$ cat config.mk
export PLATFORM = sky130hd
export DESIGN_NAME = uart
export DESIGN_NICKNAME = d
export VERILOG_FILES = /design/src/rtl/uart_pkg.sv /design/src/rtl/uart_bit_timer.sv /design/src/rtl/uart.sv
export SDC_FILE = /design/constraint.sdc
export NUM_CORES = 1
export LEC_CHECK = 0
export BUFFER_PORTS_ARGS = -buffer_cell sky130_fd_sc_hd__buf_2
export CAP_MARGIN = 5
export CORE_MARGIN = 10
export CORE_UTILIZATION = 33
export CTS_CLUSTER_DIAMETER = 200
export DETAILED_ROUTE_END_ITERATION = 10
export MAX_ROUTING_LAYER = met4
export PLACE_DENSITY = 0.51
export SYNTH_ARGS = -nofsm -noshare
export SYNTH_HDL_FRONTEND = slang
export SYNTH_SLANG_ARGS = --single-unit
$ cat constraint.sdc
create_clock -name clk -period 2.8 [get_ports clk]
set_input_delay 0.14 -clock clk [delete_from_list [all_inputs] [get_ports clk]]
set_output_delay 0.14 -clock clk [all_outputs]
set_load 0.03 [all_outputs]
$ cat src/rtl/uart_pkg.sv
// Shared UART definitions: default clocking, bit-period derivation, FSM states
// and frame geometry used by both the transmitter and the receiver.
package uart_pkg;

    localparam int CLK_FREQ_DEFAULT  = 50_000_000;
    localparam int BAUD_RATE_DEFAULT = 115_200;
    localparam int DATA_BITS         = 8;

    typedef enum logic [1:0] {
        IDLE,
        START,
        DATA,
        STOP
    } uart_state_t;

    // Clock cycles per serial bit, integer-truncated.
    function automatic int calc_baud_div(input int clk_freq, input int baud_rate);
        return clk_freq / baud_rate;
    endfunction

endpackage

$ cat src/rtl/uart_bit_timer.sv
// Bit-period timer: counts BAUD_DIV cycles per tick, optionally starting with a
// half period so the receiver lands on bit centres.
module uart_bit_timer #(
    parameter int BAUD_DIV = 434
) (
    input  logic clk,
    input  logic n_rst,
    input  logic en,
    input  logic load,
    input  logic half,
    output logic tick
);

    localparam int CNT_W = (BAUD_DIV > 2) ? $clog2(BAUD_DIV) : 1;
    localparam logic [CNT_W-1:0] FULL_RELOAD = CNT_W'(BAUD_DIV - 1);
    localparam logic [CNT_W-1:0] HALF_RELOAD = CNT_W'(BAUD_DIV / 2 - 1);

    logic [CNT_W-1:0] cnt;

    // NOTE: state registers use non-blocking assignments so every flop samples
    // pre-edge values regardless of process evaluation order.
    always_ff @(posedge clk or posedge n_rst) begin
        if (n_rst) begin
            cnt <= '0;
        end else if (load) begin
            cnt <= half ? HALF_RELOAD : FULL_RELOAD;
        end else if (!en) begin
            cnt <= '0;
        end else if (cnt == '0) begin
            cnt <= FULL_RELOAD;
        end else begin
            cnt <= cnt - CNT_W'(1);
        end
    end

    assign tick = en && (cnt == '0);

endmodule

$ cat src/rtl/uart.sv
// Full-duplex 8N1 UART: independent transmitter and receiver, each paced by its
// own bit timer. Reset is asynchronous and active-high on n_rst.
module uart
    import uart_pkg::*;
#(
    parameter int CLK_FREQ  = CLK_FREQ_DEFAULT,
    parameter int BAUD_RATE = BAUD_RATE_DEFAULT
) (
    input  logic       clk,
    input  logic       n_rst,
    input  logic [7:0] uart_in,
    input  logic       uart_in_valid,
    output logic       rx_ready,
    output logic [7:0] uart_out,
    output logic       uart_out_valid,
    output logic       tx_ready,
    input  logic       RxD,
    output logic       TxD
);

    localparam int BAUD_DIV = calc_baud_div(CLK_FREQ, BAUD_RATE);
    localparam logic [2:0] LAST_BIT = 3'(DATA_BITS - 1);

    // ------------------------------------------------------------------
    // Transmitter
    // ------------------------------------------------------------------
    uart_state_t tx_state, tx_next;
    logic [7:0]  tx_shift;
    logic [2:0]  tx_idx;
    logic        tx_load, tx_tick, tx_accept, tx_line;

    assign tx_ready  = (tx_state == IDLE);
    assign tx_accept = tx_ready && uart_in_valid;

    uart_bit_timer #(.BAUD_DIV(BAUD_DIV)) u_tx_timer (
        .clk   (clk),
        .n_rst (n_rst),
        .en    (tx_state != IDLE),
        .load  (tx_load),
        .half  (1'b0),
        .tick  (tx_tick)
    );

    always_ff @(posedge clk or posedge n_rst) begin
        if (n_rst) begin
            tx_state <= IDLE;
        end else begin
            tx_state <= tx_next;
        end
    end

    // NOTE: every variable driven here gets a default first, so no path can
    // leave one unassigned and infer a latch.
    always_comb begin
        tx_next = tx_state;
        tx_load = 1'b0;
        tx_line = 1'b1;
        case (tx_state)
            IDLE: begin
                if (uart_in_valid) begin
                    tx_next = START;
                    tx_load = 1'b1;
                end
            end
            START: begin
                tx_line = 1'b0;
                if (tx_tick) tx_next = DATA;
            end
            DATA: begin
                tx_line = tx_shift[0];
                if (tx_tick && tx_idx == LAST_BIT) tx_next = STOP;
            end
            STOP: begin
                if (tx_tick) tx_next = IDLE;
            end
            default: tx_next = IDLE;
        endcase
    end

    always_ff @(posedge clk or posedge n_rst) begin
        if (n_rst) begin
            tx_shift <= '0;
            tx_idx   <= '0;
        end else if (tx_accept) begin
            tx_shift <= uart_in;
            tx_idx   <= '0;
        end else if (tx_state == DATA && tx_tick) begin
            tx_shift <= {1'b0, tx_shift[7:1]};
            tx_idx   <= tx_idx + 3'd1;
        end
    end

    assign TxD = tx_line;

    // ------------------------------------------------------------------
    // Receiver
    // ------------------------------------------------------------------
    uart_state_t rx_state, rx_next;
    logic [1:0]  rx_sync;
    logic        rx_s, rx_prev, rx_fall;
    logic [7:0]  rx_shift;
    logic [2:0]  rx_idx;
    logic        rx_load, rx_tick, rx_done;

    // Synchronizer and edge history idle high so reset never looks like a start bit.
    always_ff @(posedge clk or posedge n_rst) begin
        if (n_rst) begin
            rx_sync <= 2'b11;
            rx_prev <= 1'b1;
        end else begin
            rx_sync <= {rx_sync[0], RxD};
            rx_prev <= rx_s;
        end
    end

    assign rx_s     = rx_sync[1];
    assign rx_fall  = rx_prev && !rx_s;
    assign rx_ready = (rx_state == IDLE);
    assign rx_done  = (rx_state == STOP) && rx_tick && rx_s;

    uart_bit_timer #(.BAUD_DIV(BAUD_DIV)) u_rx_timer (
        .clk   (clk),
        .n_rst (n_rst),
        .en    (rx_state != IDLE),
        .load  (rx_load),
        .half  (1'b1),
        .tick  (rx_tick)
    );

    always_ff @(posedge clk or posedge n_rst) begin
        if (n_rst) begin
            rx_state <= IDLE;
        end else begin
            rx_state <= rx_next;
        end
    end

    always_comb begin
        rx_next = rx_state;
        rx_load = 1'b0;
        case (rx_state)
            IDLE: begin
                if (rx_fall) begin
                    rx_next = START;
                    rx_load = 1'b1;
                end
            end
            START: begin
                if (rx_tick) rx_next = rx_s ? IDLE : DATA;
            end
            DATA: begin
                if (rx_tick && rx_idx == LAST_BIT) rx_next = STOP;
            end
            STOP: begin
                if (rx_tick) rx_next = IDLE;
            end
            default: rx_next = IDLE;
        endcase
    end

    always_ff @(posedge clk or posedge n_rst) begin
        if (n_rst) begin
            rx_shift <= '0;
            rx_idx   <= '0;
        end else if (rx_load) begin
            rx_idx   <= '0;
        end else if (rx_state == DATA && rx_tick) begin
            rx_shift <= {rx_s, rx_shift[7:1]};
            rx_idx   <= rx_idx + 3'd1;
        end
    end

    // A frame with a low stop bit is dropped: no strobe and the last byte stays.
    always_ff @(posedge clk or posedge n_rst) begin
        if (n_rst) begin
            uart_out       <= '0;
            uart_out_valid <= 1'b0;
        end else begin
            uart_out_valid <= rx_done;
            if (rx_done) uart_out <= rx_shift;
        end
    end

endmodule

==> flow_summary.toml <==
[critical_path]
r2r-start = "u_tx_timer.cnt[0]"
crit_fanout = 14
path_cells = "inv_1, ha_1, nor4b_1, nand4_1, nand3_1, o21ai_0"
max_stage_delay_ns = 0.57
cpMaxStageDelayCell = "nand4_1"
r2r_cells = 6
reg2reg_to = "tx_idx[2]"
critPathKind = "reg -> reg"
r2r_setup_slack_ns = 0.59
crit_required_ns = 2.98
worstSetupStartpointType = "flop"
crit_arrival_ns = 2.40
worst_setup_path_end_kind = "flop"

[clock_tree]
hold_buffers = 1
clk_path_buf_depth = 2
numCtsBuffers = 5
clock_latency_ns = 0.32
cts_root_buf = "clkbuf_8"
cts_setup_buffers = 0
cts_tree = "done"
clkTransAtPathRegs_ns = 0.11
cts_max_level = 2
cts_sinks = 56
post_cts_resize_count = 0

[global_routing]
grt_pass1_vias = 1704
antenna_found_initial = 0
grt-ovfl-total = 0
grt_max_degree = 57
track_usage = 0.0893
grt_pass1_wl_microns = 8350

[power_and_ir_drop]
clkPwrFrac = 0.179
seq_power_share = 0.476
p_leak_uw = 0.00135
peakVddDrop_v = 0.000331
switching_share = 0.392
p_int_uw = 1620
powerDensity_nw_per_um2 = 905
power_switching_uw = 1050
pwr-share-comb = 0.345

[status]
status = "finished with violations"
violations = "hold timing"

[synthesis]
synth_top_cell_by_area = "dfrtp_1"
synth.area.top_cells = "dfrtp_1 51%, mux2_2 7.8%, ha_1 4.8%"
synth_seq_cells = 56
synth-seq-area-share = 0.537
synth_area_sq_um = 2620
postSynthAreaPerCell_sq_um = 11.2
syn-instance-count = 234
synth_fp_nets = 256
synth_edf_count = 0
yosysWarnings = 0
synth_ff_type = "dfrtp_1"
yosysTopAreaCellShare = 0.507
async_flop_share = 1.00
synth_cell_type_count = 45

[sta]
final-setup-viol-count = 0
min_period_ns = 2.21
finalCritPeriodShare = 0.790
hold_violations = 3
worstMarginPinSlew_ns = 0.709
slew_headroom = 0.528
maxSlewViolCount = 0
skew_ns = 0.00621
fmax_ghz = 0.452
hold_ws_ns = -0.00344
rsz0062_at_grt = "no"
finalSetupTns_ns = 0

[floorplan]
die_h_microns = 109
rows = 32
ios = 24
dieArea_sq_um = 11900
fp.coreArea_sq_um = 7730
die_x_microns = 109
start_util = 0.338

[finish]
num-nets-final = 282
layout_common_cells = "53 x dfrtp_1, 26 x nor2_1, 23 x buf_2"
final_common_cell = "dfrtp_1"
drive_gt1_frac = 0.249
syn_to_final_growth_pct = 12.6
instances_no_fill = 363
diodes = 0

[routing]
first_pass_iters = 4
vias_per_cell = 4.83
finalWirelength_microns = 4810
drc = 0
ant_nets = 0
via_count = 1752
drt-initial-drc-count = 57
wl_per_cell_microns = 13.3

[worst_hold_path]
hold_class = "in -> async"

[placed_design]
gp_congestion = 0.712
placed_cells = 354
place_hpwl_microns = 3380
io_buffers = 23

[job]
maxCapViolCount = 0
==> flip-flops by register name (all words and copies together), names as in the netlist, 2 cells and up, named ones only <==
name / flops
u_rx_timer.cnt: 9
tx_state: 2
rx_shift: 8
rx_idx: 3
tx_idx: 3
tx_shift: 8
u_tx_timer.cnt: 9
rx_sync: 2
uart_out: 8
==> power by group through the flow <==
stage          clock network, uW  registers (uW)  logic, uW
6_report                     478            1270        919
5_1_grt                      526            1310       1050
4_1_cts                      497            1270        938
3_5_place_dp                   0            1290        933
3_3_place_gp                   0            1290        928
2_1_floorplan                  0            1220        787
==> critical path, delay by kind of cell (launching register included) <==
kind,cells,cell delay [ns]
buffers and inverters,1,0.07
flip-flops,1,0.42
AND/OR/NAND/NOR,3,1.29
adder cells (fa/ha/maj),1,0.20
AO/OA/AOI/OAI,1,0.10
==> metrics by stage <==
stage | hold WS [ns] | cell area, sq um | setup WS [ns] | utilization | total power, uW
after floorplan | 0.144 | 2620 | 0.826 | - | 2010
after global placement | 0.248 | 2840 | 0.599 | 0.367 | 2210
after detailed placement | 0.249 | 2840 | 0.611 | 0.367 | 2220
after CTS | 0.0315 | 2950 | 0.568 | 0.381 | 2700
after global routing | 0.0359 | 2950 | 0.389 | 0.381 | 2890
final | -0.00344 | 2950 | 0.588 | 0.381 | 2670
==> how the worst max path moves through the flow <==
| stage | start | endpoint | slack (ns) | cells after the start |
|---|---|---|---|---|
| global route | u_tx_timer.cnt[0] | tx_idx[2] | 0.39 | 6 |
| detailed placement | u_tx_timer.cnt[0] | tx_idx[2] | 0.61 | 6 |
| global placement | u_tx_timer.cnt[0] | tx_shift[1] | 0.60 | 6 |
| CTS | u_tx_timer.cnt[0] | tx_idx[2] | 0.57 | 6 |
| finish | u_tx_timer.cnt[0] | tx_idx[2] | 0.59 | 6 |
| floorplan | tx_state[0] | tx_shift[0] | 0.83 | 7 |
==> layer usage <==
metal  GRT usage  up-vias  wire, microns
li1            -      884              -
met1       0.114      838           2410
met2       0.132       23           2180
met3      0.0212        7            131
met4      0.0367        0             92
met5           -        -              0
==> synthesized netlist by cell type (2+ instances only) <==
cell type  instances
a211oi_1           2
a21oi_1           11
a311oi_1           2
buf_2              3
clkbuf_1           3
dfrtp_1           53
dfstp_2            3
ha_1              10
inv_1             12
mux2_2            18
mux2i_1            3
nand2_1           13
nand3_1           12
nor2_1            26
nor2b_1            4
nor3_1             7
o21ai_0            9
o21ai_1            2
o22ai_1            7
o31ai_1            3
or4_4              2
xnor2_1            6
==> cell families (layout without fill, tap and decap cells) <==
| group | after synthesis | count (layout) | synth area share |
|---|---|---|---|
| AND/OR/NAND/NOR | 80 | 80 | 0.168 |
| flip-flops | 56 | 56 | 0.537 |
| adder cells (fa/ha/maj) | 10 | 10 | 0.0478 |
| buffers and inverters | 19 | 46 | 0.0287 |
| XOR/XNOR | 7 | 7 | 0.0234 |
| AO/OA/AOI/OAI | 41 | 41 | 0.106 |
| multiplexers | 21 | 21 | 0.0890 |
==> layout make-up <==
| cell class | instances | area [sq um] |
|---|---|---|
| multi-input combinational | 159 | 1130 |
| tap | 102 | 128 |
| inverter | 13 | 48.8 |
| clock buffer | 5 | 68.8 |
| clock inverter | 3 | 27.5 |
| sequential | 56 | 1410 |
| timing repair buffer | 25 | 133 |
| fill | 784 | 4780 |
(Power assumes the default switching activity.)
